--- src/rtl/pipe_stage_reg.sv ---
// pipe_stage_reg: elastic pipeline-stage register with a two-entry skid buffer and flush-to-bubble.
// Define PIPE_STAGE_NEGEDGE_EN to update state on the falling clock edge instead of the rising one.
module pipe_stage_reg #(
  parameter int CTRL_W = 9,
  parameter int DATA_W = 166
) (
  input  logic              clk,
  input  logic              rst_n,
  input  logic              in_valid,
  output logic              in_ready,
  input  logic [CTRL_W-1:0] ctrl_in,
  input  logic [DATA_W-1:0] data_in,
  input  logic              flush,
  output logic              out_valid,
  input  logic              out_ready,
  output logic [CTRL_W-1:0] ctrl_out,
  output logic [DATA_W-1:0] data_out,
  output logic [1:0]        occupancy
);
  logic              main_valid, skid_full;
  logic [CTRL_W-1:0] main_ctrl, skid_ctrl;
  logic [DATA_W-1:0] main_data, skid_data;
  logic              accept, pop;
  assign in_ready  = ~skid_full;
  assign accept    = in_valid & in_ready;
  assign pop       = main_valid & out_ready;
  assign out_valid = main_valid;
  assign ctrl_out  = main_valid ? main_ctrl : '0;
  assign data_out  = main_data;
  assign occupancy = {1'b0, main_valid} + {1'b0, skid_full};
  // skid_full only ever sets while main_valid is held, so main_valid=0 implies an empty skid
`ifdef PIPE_STAGE_NEGEDGE_EN
  always_ff @(negedge clk or negedge rst_n)
`else
  always_ff @(posedge clk or negedge rst_n)
`endif
  begin
    if (!rst_n) begin
      main_valid <= 1'b0;
      skid_full  <= 1'b0;
      main_ctrl  <= '0;
      skid_ctrl  <= '0;
      main_data  <= '0;
      skid_data  <= '0;
    end else if (flush) begin
      main_valid <= 1'b0;
      skid_full  <= 1'b0;
      main_ctrl  <= '0;
      skid_ctrl  <= '0;
    end else if (!main_valid || (pop && !skid_full)) begin
      main_valid <= accept;
      if (accept) begin
        main_ctrl <= ctrl_in;
        main_data <= data_in;
      end
    end else if (pop) begin
      main_ctrl <= skid_ctrl;
      main_data <= skid_data;
      skid_full <= 1'b0;
    end else if (accept) begin
      skid_ctrl <= ctrl_in;
      skid_data <= data_in;
      skid_full <= 1'b1;
    end
  end
endmodule

--- config.mk ---
export PLATFORM = sky130hd
export DESIGN_NAME = pipe_stage_reg
export DESIGN_NICKNAME = d
export VERILOG_FILES = /design/src/rtl/pipe_stage_reg.sv
export SDC_FILE = /design/constraint.sdc
export NUM_CORES = 1
export LEC_CHECK = 0
export ABC_CLOCK_PERIOD_IN_PS = 2380
export CELL_PAD_IN_SITES_DETAIL_PLACEMENT = 0
export CELL_PAD_IN_SITES_GLOBAL_PLACEMENT = 1
export CORE_MARGIN = 4
export CORE_UTILIZATION = 40
export CTS_CLUSTER_DIAMETER = 60
export DETAILED_ROUTE_END_ITERATION = 8
export PLACE_DENSITY = 0.89
export SYNTH_ARGS = -nofsm -noshare
export SYNTH_HDL_FRONTEND = slang
export SYNTH_SLANG_ARGS = --single-unit
--- constraint.sdc ---
create_clock -name clk -period 2.38 [get_ports clk]
set_clock_uncertainty 0.2 [all_clocks]
set_input_delay 0.476 -clock clk [delete_from_list [all_inputs] [get_ports clk]]
set_output_delay 0.476 -clock clk [all_outputs]
set_load 0.01 [all_outputs]
======== After elaboration in Yosys (flattened, before gate mapping) ========
Index checks and enable logic that the tools add are counted.
storage, ports and cells
  register bits after elaboration ......... 352
  bits in latches ......................... 0
  RAM bits ................................ 0
  bits in read-only memories .............. 0
  output and inout port bits .............. 179
  memories kept ........................... 0
cells by class
  add/subtract/negate cells ............... 1
  multiply operators ...................... 0
  div/mod/pow operators ................... 0
  order comparisons ....................... 0
  equality and inequality tests ........... 4
  shift operators ......................... 0
  muxes and demuxes ....................... 17
  bitwise logic cells ..................... 6
  reductions and logical operators ........ 14
operator list
  operator                                       count
  166-bit two-way mux                            3
  9-bit two-way mux                              8
  1-bit two-way mux                              6
  2-bit inequality test (second input constant)  3
  3-bit AND reduction                            2
  2-bit nonzero test                             3
  3-bit nonzero test                             2
  1-bit NOT                                      4
  2-bit AND reduction                            2
  4-bit AND reduction                            1
  3-bit inequality test (second input constant)  1
  1-bit by 1-bit adder with 2-bit output         1
  1-bit AND                                      2
  1-bit zero test                                2
  1-bit logical AND                              1
  1-bit logical OR                               1

======== Logic depth before layout (Yosys ltp) ========
  depth in word-level cells ............... 6
  mapped depth ............................ 7
  gate-level depth less buffers ........... 3

======== Worst setup path before layout ========
OpenSTA, ideal clock, no wires.
  kind .................................... register -> output
  from .................................... register main_valid, in the netlist out_valid
  to ...................................... output port ctrl_out[0]
  arrival time ............................ 1.295 ns
  required time ........................... 1.704 ns
  slack ................................... 0.409 ns
  cell stages (with the launch flop) ...... 5
  cell sequence ........................... dfrtp_1 -> buf_2 -> buf_1 -> clkbuf_1 -> and2_1
between the ends
  longest elaborated chain between the ends .. 1
ends and longest elaborated chain
  item                    RTL line  RTL
  start, declared         20        logic main_valid, skid_full;
  start signal, assigned  51        main_valid <= accept;
  9-bit two-way mux       28        assign ctrl_out = main_valid ? main_ctrl : '0;
  end, declared           16        output logic [CTRL_W-1:0] ctrl_out,
Every way passes these cells.

======== Final worst setup path ========
  from .................................... register main_valid, in the netlist out_valid
  to ...................................... output port ctrl_out[6]
The elaborated chain is that of the path after synthesis.

==> flow_summary_export.csv <==
group,metric,value,unit
status,outcome,"finished, final reports clean",
cts,cts_buffers,41,
floorplan,fp.coreArea,39700,sq um
layout,final_nets,1944,
detailed_routing,first_iter_violations,1022,
detailed_routing,drc,0,
sta,worst_slack,52.7,ps
sta,maxSlewViolCount,0,
synth,synth_area,16100,sq um
power_and_ir_drop,pwr_density_cell,854,nW/um^2
worst_setup_path,worstSetupPathType,"register to output port",
floorplan,ios,359,
layout,final_common_cell,"dfrtp_1",
floorplan,rows,73,
hold_path,hold_path.class,"input pin to asynchronous set/reset pin",
synth,syn_area_per_cell,11.4,sq um
power_and_ir_drop,cellLeakagePower,8.71,nW
worst_setup_path,cp.arrival,1650,ps
power_and_ir_drop,peakVddDrop,0.000510,V
synth,ys_seq_elements,352,
sta,min_period_over_period,97.8,%
detailed_routing,drt-wirelength-per-cell,21.7,um
synth,synth_top_area_share,54.7,%
sta,final-setup-viol-count,0,
sta,rsz0062_at_grt,"no",
cts,insertion_delay,550,ps
worst_setup_path,cp-end-kind,"output port",
cts,cts_tree,"yes",
worst_setup_path,required,1700,ps
synth,synth.area.top_cells,"dfrtp_1, a31oi_1, mux2_2",
cts,cts_max_path_buffers,3,
synth,synth_enable_flop_cells,0,
detailed_routing,dr.pass1.iters,5,
grt,grtUsageTotal,22.5,%
place,place.gp.congestion,0.810,
cts,clock_sink_count,352,
grt,grt_pass1_vias,14100,
synth,synth-simple-area-share,8.68,%
grt,gr-total-overflow,0,
worst_setup_path,startpoint_type,"register",
sta,finalHoldViolCount,0,
grt,grt_start_max_net_pins,84,
floorplan,die_w,209,um
power_and_ir_drop,power,19.0,mW
synth,synth_fa_ha_area_share,0.0777,%
layout,area_growth,38.4,%
synth,synth_cells,1417,
detailed_routing,ant_nets,0,
cts,clock-root-buffer,"clkbuf_16",
synth,synth-compound-area-share,19.5,%
worst_setup_path,cp_max_fo,6,
synth,yosysTopAreaCell,"dfrtp_1",
floorplan,die-area,43500,sq um
synth,synth_ff_type,"dfrtp_1",
synth,synthMuxAreaShare,11.7,%
layout,mostFrequentLayoutCells,"dfrtp_1, clkdlybuf4s50_1, a31oi_1",
grt,grt_first_pass_wirelength,80500,um
detailed_routing,num_vias,13800,
layout,drive_gt1_share,17.0,%
synth,synth_xor_area_share,0,%
sta,finalSetupTns,0,ps
synth,synth_cell_types,29,
sta,holdWs,262,ps
detailed_routing,wirelength,50400,um
synth,synth.yosys.seq_area_share,54.7,%
synth,synth_top_family_by_area,"compound AO/OA/AOI/OAI gates",
floorplan,initial_core_util,40.5,%
detailed_routing,vias_per_cell,5.93,
cts,clkTransAtPathRegs,60,ps
sta,fmax,430,MHz
synth,yosys_warnings,0,
grt,antenna_found_initial,3,
job,drv_cap,0,
floorplan,fp.dieH,209,um
synth,synth_nets,1598,
synth,synthArstFlopShare,100,%
place,portBuffers,358,
place,dpl_worst_slack,-108,ps
sta,maxSlewHeadroom,32.8,%
sta,fin_crit,2330,ps
cts,cts_max_level,2,
place,hpwl,33200,um
sta,worst_pin_slew,1010,ps
## layout make-up
cell class | instances | area [sq um]
well taps | 525 | 657
repair buffers | 476 | 4990
fillers | 3338 | 17500
flip-flops and latches | 352 | 8810
clock buffers | 56 | 1130
multi-input cells | 889 | 6470
inverters | 3 | 16.3
diodes | 1 | 2.50
clock inverters | 17 | 204
## synth_stat cells, types with 3 or more instances
master / number
and2_1: 9
nand3b_1: 166
a31oi_1: 333
buf_6: 16
a21oi_1: 10
o21ai_0: 163
a22o_1: 9
o32ai_1: 9
dfrtp_1: 352
mux2_1: 53
clkbuf_1: 120
buf_1: 5
o21ai_1: 3
nor3_1: 9
mux2_2: 114
buf_2: 14
buf_4: 17
## sequential cells by signal, indices dropped and copies added, names as in the netlist
register	cells
data_out	166
main_ctrl	9
out_valid	1
skid_ctrl	9
skid_data	166
skid_full	1
## critical path, cell delays in order (launching register included)
cell	delay, ps
dfrtp_4	510
buf_4	170
and2_1	140
dlygate4sd2_1	280
## stage by stage
stage | instance area [sq um] | util (%) | cells
5_1_grt | 22300 | 56.1 | 2319
3_3_place_gp | 20900 | 52.6 | 2238
6_report | 22300 | 56.1 | 2319
3_5_place_dp | 20900 | 52.6 | 2238
2_1_floorplan | 16100 | - | 1417
4_1_cts | 22300 | 56.1 | 2318
## routing by layer
layer	track usage (%)	routed length, um	up-vias
met5	0	13	-
met4	6.19	1120	2
met3	5.92	4370	77
met2	36.5	24400	614
met1	30.2	20500	6968
li1	-	-	6096
## report_power, final
part	leakage [nW]	switching [mW]	internal (mW)
combinational	3.90	2.02	2.53
sequential	4.15	0.827	7.37
clock	0.651	2.51	3.77
## cells by family after synthesis
group | after synthesis
DFF | 352
AOI/OAI and AO/OA | 529
adders and majority gates | 1
buffers and inverters | 176
and+or+nand+nor | 192
muxes | 167
## path summary, 6_finish.rpt
kind	cells after the start	end	from	slack (ps)
worst max-delay path	3	ctrl_out[6]	out_valid	50
worst min-delay path	2	main_ctrl[0]	rst_n	260
worst max register to register	5	data_out[57]	out_valid	150
worst min register to register	1	skid_data[146]	skid_data[146]	290
max in group asynchronous	3	skid_data[106]	rst_n	900
min in group clk	1	skid_data[146]	skid_data[146]	290
## timing repair
| item | CTS | global route |
|---|---|---|
| setup endpoints to repair | 13 | 1 |
| pin swaps | 0 | 0 |
| hold buffers | 1 | 0 |
| resized for setup | 17 | 1 |
| hold endpoints to repair | 38 | 0 |
| setup buffers | 6 | 0 |
Power figures use the tool's default switching activity.
